**src/rtl/fifo_word_packer.sv**
```systemverilog
// fifo_word_packer: drains an 8-bit FIFO read port and packs BYTES consecutive
// bytes into one wide word on a valid/ready output. A flush pulse emits the
// bytes collected so far as a partial word with a lane-keep mask.
module fifo_word_packer #(
    parameter int DATA_W = 8,
    parameter int BYTES  = 4
) (
    input  logic                    clk,
    input  logic                    rst,
    input  logic                    fifo_empty,
    input  logic [DATA_W-1:0]       fifo_data,
    output logic                    RDEN,
    input  logic                    flush,
    output logic [DATA_W*BYTES-1:0] word_out,
    output logic [BYTES-1:0]        word_keep,
    output logic                    word_valid,
    input  logic                    word_ready,
    output logic                    busy
);

    localparam int CW = $clog2(BYTES + 1);
    localparam logic [CW-1:0] FULL_COUNT = CW'(BYTES);

    typedef logic [BYTES-1:0][DATA_W-1:0] pack_t;

    // Collection state: reads issued, bytes landed, read in flight, flush and
    // held-full-word flags, plus the lane buffer being filled.
    logic [CW-1:0]           issued_q, issued_d;
    logic [CW-1:0]           lane_q, lane_d;
    logic                    pend_q, pend_d;
    logic                    flushing_q, flushing_d;
    logic                    full_q, full_d;
    pack_t                   packBuf_q, packBuf_d;

    // Output register stage.
    logic [DATA_W*BYTES-1:0] wordOut_q, wordOut_d;
    logic [BYTES-1:0]        wordKeep_q, wordKeep_d;
    logic                    wordValid_q, wordValid_d;

    logic                    rdEn;
    logic                    outFree;
    logic                    complete;
    logic [BYTES-1:0]        partialKeep;

    // Next-state logic. The lane buffer only ever holds bytes captured for
    // the current word; it is cleared whenever a word leaves, so lanes past
    // the capture point are already zero when a partial word is emitted.
    always_comb begin
        issued_d    = issued_q;
        lane_d      = lane_q;
        pend_d      = 1'b0;
        flushing_d  = flushing_q;
        full_d      = full_q;
        packBuf_d   = packBuf_q;
        wordOut_d   = wordOut_q;
        wordKeep_d  = wordKeep_q;
        wordValid_d = wordValid_q;
        complete    = 1'b0;
        partialKeep = '0;

        outFree = !wordValid_q || word_ready;
        rdEn    = !rst && !fifo_empty && (issued_q < FULL_COUNT)
                  && !flushing_q && !flush && !full_q;

        if (rdEn) begin
            issued_d = issued_q + CW'(1);
            pend_d   = 1'b1;
        end

        if (pend_q) begin
            for (int i = 0; i < BYTES; i++) begin
                if (lane_q == CW'(i)) begin
                    packBuf_d[i] = fifo_data;
                end
            end
            lane_d = lane_q + CW'(1);
        end

        if (wordValid_q && word_ready) begin
            wordValid_d = 1'b0;
        end

        for (int i = 0; i < BYTES; i++) begin
            partialKeep[i] = (CW'(i) < lane_q);
        end

        complete = (lane_d == FULL_COUNT);

        if (complete) begin
            if (outFree) begin
                wordOut_d   = packBuf_d;
                wordKeep_d  = '1;
                wordValid_d = 1'b1;
                issued_d    = '0;
                lane_d      = '0;
                full_d      = 1'b0;
                flushing_d  = 1'b0;
                packBuf_d   = '0;
            end else begin
                full_d = 1'b1;
            end
        end else if (flushing_q && !pend_q) begin
            if (lane_q == '0) begin
                flushing_d = 1'b0;
                issued_d   = '0;
            end else if (outFree) begin
                wordOut_d   = packBuf_q;
                wordKeep_d  = partialKeep;
                wordValid_d = 1'b1;
                issued_d    = '0;
                lane_d      = '0;
                flushing_d  = 1'b0;
                packBuf_d   = '0;
            end
        end

        // A flush landing on the last byte's capture, on a held full word or
        // on an active flush adds nothing: the normal word path covers it.
        if (flush && !flushing_q && !full_q && !complete) begin
            flushing_d = 1'b1;
        end
    end

    // State register with synchronous reset; reset drops everything collected.
    always_ff @(posedge clk) begin
        if (rst) begin
            issued_q    <= '0;
            lane_q      <= '0;
            pend_q      <= 1'b0;
            flushing_q  <= 1'b0;
            full_q      <= 1'b0;
            packBuf_q   <= '0;
            wordOut_q   <= '0;
            wordKeep_q  <= '0;
            wordValid_q <= 1'b0;
        end else begin
            issued_q    <= issued_d;
            lane_q      <= lane_d;
            pend_q      <= pend_d;
            flushing_q  <= flushing_d;
            full_q      <= full_d;
            packBuf_q   <= packBuf_d;
            wordOut_q   <= wordOut_d;
            wordKeep_q  <= wordKeep_d;
            wordValid_q <= wordValid_d;
        end
    end

    assign RDEN       = rdEn;
    assign word_out   = wordOut_q;
    assign word_keep  = wordKeep_q;
    assign word_valid = wordValid_q;
    assign busy       = pend_q || (lane_q != '0) || full_q || flushing_q || wordValid_q;

endmodule

```
**config.mk**
```make
export PLATFORM = sky130hd
export DESIGN_NAME = fifo_word_packer
export DESIGN_NICKNAME = d
export VERILOG_FILES = /design/src/rtl/fifo_word_packer.sv
export SDC_FILE = /design/constraint.sdc
export NUM_CORES = 1
export LEC_CHECK = 0
export ABC_AREA = 1
export CAP_MARGIN = 20
export CORE_MARGIN = 2
export CORE_UTILIZATION = 33
export DETAILED_ROUTE_END_ITERATION = 7
export GPL_ROUTABILITY_DRIVEN = 1
export GPL_TIMING_DRIVEN = 0
export SYNTH_ARGS = -nofsm -noshare
export SYNTH_HDL_FRONTEND = slang
export SYNTH_SLANG_ARGS = --single-unit
```
**constraint.sdc**
```tcl
create_clock -name clk -period 1.79 [get_ports clk]
set_clock_uncertainty 0.1 [all_clocks]
set_input_delay 0.537 -clock clk [delete_from_list [all_inputs] [get_ports clk]]
set_output_delay 0.537 -clock clk [all_outputs]
set_load 0.01 [all_outputs]
```
# After elaboration in Yosys (flattened, before gate mapping)
# Index checks and enable logic that the tools add are counted.
# word_totals
ff_bits	78
latch_bits	0
ramBits	0
romBits	0
out_inout_bits	39
n_memories	0
# classes
add_sub_neg	2
n_mul	0
div_mod_pow	0
order_cmp	5
n_eq_ne	7
shift	0
mux	41
n_bitwise	0
reduce_logical	28
# op_table
operator	n
two-way mux 32 bit	10
two-way mux 8 bit	4
two-way mux 3 bit	10
two-way mux 4 bit	5
two-way mux 1 bit	12
logical AND 1 bit	10
zero test 1 bit	8
adder 3 x 1 -> 3 bit (second input constant)	2
equality test 3 x 2 -> 1 bit (second input constant)	2
less-than comparator 1 x 3 -> 1 bit (first input constant)	2
less-than comparator 2 x 3 -> 1 bit (first input constant)	2
nonzero test 3 bit	2
logical OR 1 bit	5
!= test 2 bit (second input constant)	2
AND reduction 4 bit	1
equality test 3 x 1 -> 1 bit (second input constant)	1
equality test 3 bit (second input constant)	1
zero test 3 bit	1
less-than comparator 3 bit (second input constant)	1
!= test 3 bit (second input constant)	1
nonzero test 2 bit	1

# Logic depth before layout (Yosys ltp)
# depth
ltp_word	11
ltp_mapped	13
mapped_depth_nobuf	11

# Worst setup path before layout
# Ideal clock, no wire load.
# synth_path
path_kind	register to register
start	register lane_q[0]
end	register wordOut_q[10] (netlist: word_out[10])
setup_ns	0.113
t_arrival_ns	1.637
required_time_ns	1.577
setup_slack_ns	-0.060
path_stages_with_launch	13
path_buffers	2
cell_sequence	dfxtp_1 inv_2 ha_1 nand2_1 nand2_2 nor2_4 nand2_4 nand2_4 nand2_2 buf_6 buf_4 nor2_1 nor2_1
# synth_between
elab_chain_cells	5
elab_cells_between_ends	14
# synth_lines
element	line_no	source
start, declared	29	logic [CW-1:0] lane_q, lane_d;
start signal, assigned	138	lane_q <= lane_d;
adder 3 x 1 -> 3 bit or equality test 3 x 1 -> 1 bit (tied branches)	76, 72	
two-way mux 3 bit or two-way mux 8 bit (tied branches)	70, 72	
equality test 3 bit or two-way mux 32 bit (tied branches)	87, 70	
!= test 2 bit (no source line), or another cell as far along	--	
AND reduction 4 bit (no source line) or two-way mux 32 bit (tied branches)	--	
end signal, assigned	143	wordOut_q <= wordOut_d;
end, declared	36	logic [DATA_W*BYTES-1:0] wordOut_q, wordOut_d;
# Several ways; a longest one is shown, not always the timed one. The select of a mux whose other input is x is not followed.
# A chain may end at the register's enable or synchronous reset.

# Worst setup path after layout
# layout_path
start	register lane_q[1]
end	register wordOut_q[25] (netlist: word_out[25])
# layout_between
elab_chain_cells	5
elab_cells_between_ends	14
# layout_lines
element	line_no
adder 3 x 1 -> 3 bit or equality test 3 x 2 -> 1 bit (tied branches)	76, 72
two-way mux 3 bit or two-way mux 8 bit (tied branches)	70, 72
equality test 3 bit or two-way mux 32 bit (tied branches)	87, 70
!= test 2 bit (no source line), or another cell as far along	--
AND reduction 4 bit (no source line) or two-way mux 32 bit (tied branches)	--
# Several ways; a longest one is shown, not always the timed one. The select of a mux whose other input is x is not followed.

==> reports/metrics.yaml <==
outcome:
  outcome: "complete, but fails checks"
  violations: "setup timing"
power_and_ir_drop:
  p_leak_nw: 2.714
  irDropWorstVdd_mv: 0.4104
  powerDensity_nw_per_um2: 761.0
  p_total_mw: 4.166
place:
  dp.cells: 790
  gp_congestion: 0.8358
  place_ws_ps: -788.7
  port_buffers: 51
  place_area_um2: 4402
  dp_hpwl_mm: 6.760
worst_hold_path:
  holdPathEnd: "word_valid"
  hold_path_class: "in -> reg"
  worstHoldStart: "rst"
  hold_depth: 2
route:
  num_vias: 3713
  drtIter0Drc: 208
  drc_errors: 0
  wire_per_inst_um: 12.65
  routed_via_density: 4.452
  drt_wl_total_mm: 10.55
  drt-pass1-iter-count: 6
  postRouteAntennaNets: 0
floorplanning:
  fp.dieW_um: 110.1
  row_count: 38
  initial_utilization_pct: 34.11
  coreArea_um2: 10890
  die_h_um: 110.1
  die_area_um2: 12120
  ios: 52
timing:
  min_period_ps: 1893
  min_period_over_period_pct: 105.8
  worstMarginPinSlew_ps: 533.6
  rsz0062_at_grt: "true"
  fin_setup_tns_ps: -1716
  holdWs_ps: 281.5
  setup_viol: 33
  finalMaxSlewViolations: 0
  fmax_mhz: 528.2
  finalHoldViolations: 0
  setup_slack_ps: -103.1
  slew_headroom_pct: 64.42
clock_network:
  hold_buffers: 0
  root_buffer: "clkbuf_8"
  cts_tree: "yes"
  clk_latency_ps: 360
  clock_path_buffers: 2
  cts_buffers: 9
  htreeDepth: 3
  cts.clk_slew.worst_paths_ps: 80
  cts.sinks: 78
yosys:
  seq_area_frac_synth_pct: 42.05
  synth_top_cell_area_share_pct: 42.05
  synthTopCellsByArea: "dfxtp_1, nand2_1, nor2_1"
  synth-seq-cells: 78
  syn_avg_cell_area_um2: 6.200
  syn_area_um2: 3714
  ys_types: 24
  synth_nets: 616
  yosys_warnings: 0
  yosysTopAreaCell: "dfxtp_1"
  syn-instance-count: 599
finish:
  final_cell_mix: "nand2_1, nor2_1, inv_1, dfxtp_1, dlygate4sd2_1"
  nFillCells: 1026
  fin_util_pct: 50.28
  antenna_cells: 0
  final_cells: 834
  nNetsFinal: 706
  drive_above_1_share_pct: 22.91
  syn2layout_area_growth_pct: 47.41
  final_cell_area_um2: 5474
  final_common_cell: "nand2_1"
critical_path:
  r2r_slack_ps: -100
  cpPeakStageDelay_ps: 400
  worst-setup-path-type: "reg -> reg"
  rr_worst_depth: 12
  cp_max_fo: 6
  worstPathCellList: "inv_4 > ha_4 > nand2_2 > nand2_2 > nor2_4 > nand2_4 > nand2_4 > nand2_8 > buf_12 > clkbuf_16 > nor2_4 > nor2_1"
  r2r-start: "lane_q[1]"
  worstSetupStartpointType: "register"
  worstSetupEndpointType: "register"
  regToRegEndpoint: "word_out[25]"
  slowest_stage: "dfxtp_4"
  critPathArrivalTime_ps: 2060
  worstPathRequired_ps: 1950
grt:
  grt_start_max_net_pins: 17
  grt_pass1_vias: 3380
  grt_usage_pct: 17.80
  grt_pass1_wl_mm: 16.49
  grt_overflow: 0
  antenna_found_initial: 0
flow_run:
  max_cap_violations: 0
==> critical path: cells and delay by family (launching register included) <==
family                     cells  cell delay [ps]
and+or+nand+nor                8              690
DFF                            1              400
buffers and inverters          3              360
adders and majority gates      1              220
==> routing by layer <==
layer | GRT usage (%) | vias up | share of wire (%)
met5 | 0 | - | 0
met4 | 5.877 | 0 | 1.5
met3 | 3.645 | 13 | 5.1
met2 | 28.48 | 92 | 48
met1 | 23.91 | 1667 | 46
li1 | - | 1941 | -
==> sequential cells by signal (all words and copies together) (netlist names), 3 cells and up <==
register   cells
packBuf_q     32
word_out      32
word_keep      4
issued_q       3
lane_q         3
==> cell families (layout without fill, tap and decap cells) <==
| kind of cell | count (synthesis) | after routing | synth area share, % |
|---|---|---|---|
| DFF | 78 | 78 | 42.05 |
| adders and majority gates | 4 | 4 | 1.348 |
| buffers and inverters | 117 | 212 | 13.11 |
| and+or+nand+nor | 358 | 358 | 37.67 |
| AOI/OAI and AO/OA | 42 | 42 | 5.829 |
==> report_power, final <==
| group | switching (mW) | leakage, nW | internal [mW] | total, mW |
|---|---|---|---|---|
| logic | 0.183 | 1.93 | 0.143 | 0.326 |
| registers | 0.0170 | 0.632 | 1.76 | 1.78 |
| clock network | 0.674 | 0.157 | 1.39 | 2.06 |
| total | 0.875 | 2.71 | 3.29 | 4.17 |
==> cell type report <==
cell class,count,area (µm²),share of cell area [%]
Buffer,23,245.2,4.480
Multi-Input combinational cell,404,1994,36.43
Inverter,91,360.3,6.583
Timing Repair Buffer,82,809.5,14.79
Tap cell,140,175.2,3.200
Sequential cell,78,1572,28.71
Clock inverter,6,180.2,3.291
Clock buffer,10,137.6,2.514
==> worst max path at each step <==
stage | startpoint | to | slack [ps] | cells after the start
floorplan | lane_q[0] | word_out[10] | 4 | 12
global placement | rst | RDEN | -760 | 5
detailed placement | rst | RDEN | -790 | 5
CTS | lane_q[1] | busy | -100 | 6
global route | lane_q[1] | word_out[24] | -170 | 12
finish | lane_q[1] | word_out[25] | -100 | 12
==> cells in the mapped netlist <==
library cell	count
inv_1	85
a21oi_1	5
buf_4	5
or2_2	2
clkinv_1	2
o211ai_1	1
nand4_1	3
buf_6	2
dfxtp_1	78
clkbuf_1	8
inv_2	4
nor2_2	2
nand2_4	2
o21ai_1	11
nand2_2	2
a31oi_1	1
nand2_1	221
o21ai_0	23
a22oi_1	1
nor2_1	117
buf_2	11
ha_1	4
nand3_1	8
nor2_4	1
==> timing repair <==
item / CTS / global route
setup buffers: 20 / 3
cloned: 3 / 5
endpoints found under the setup margin: 107 / 74
pin swaps: 15 / 27
gates resized for setup: 113 / 109
(Power assumes the default switching activity.)
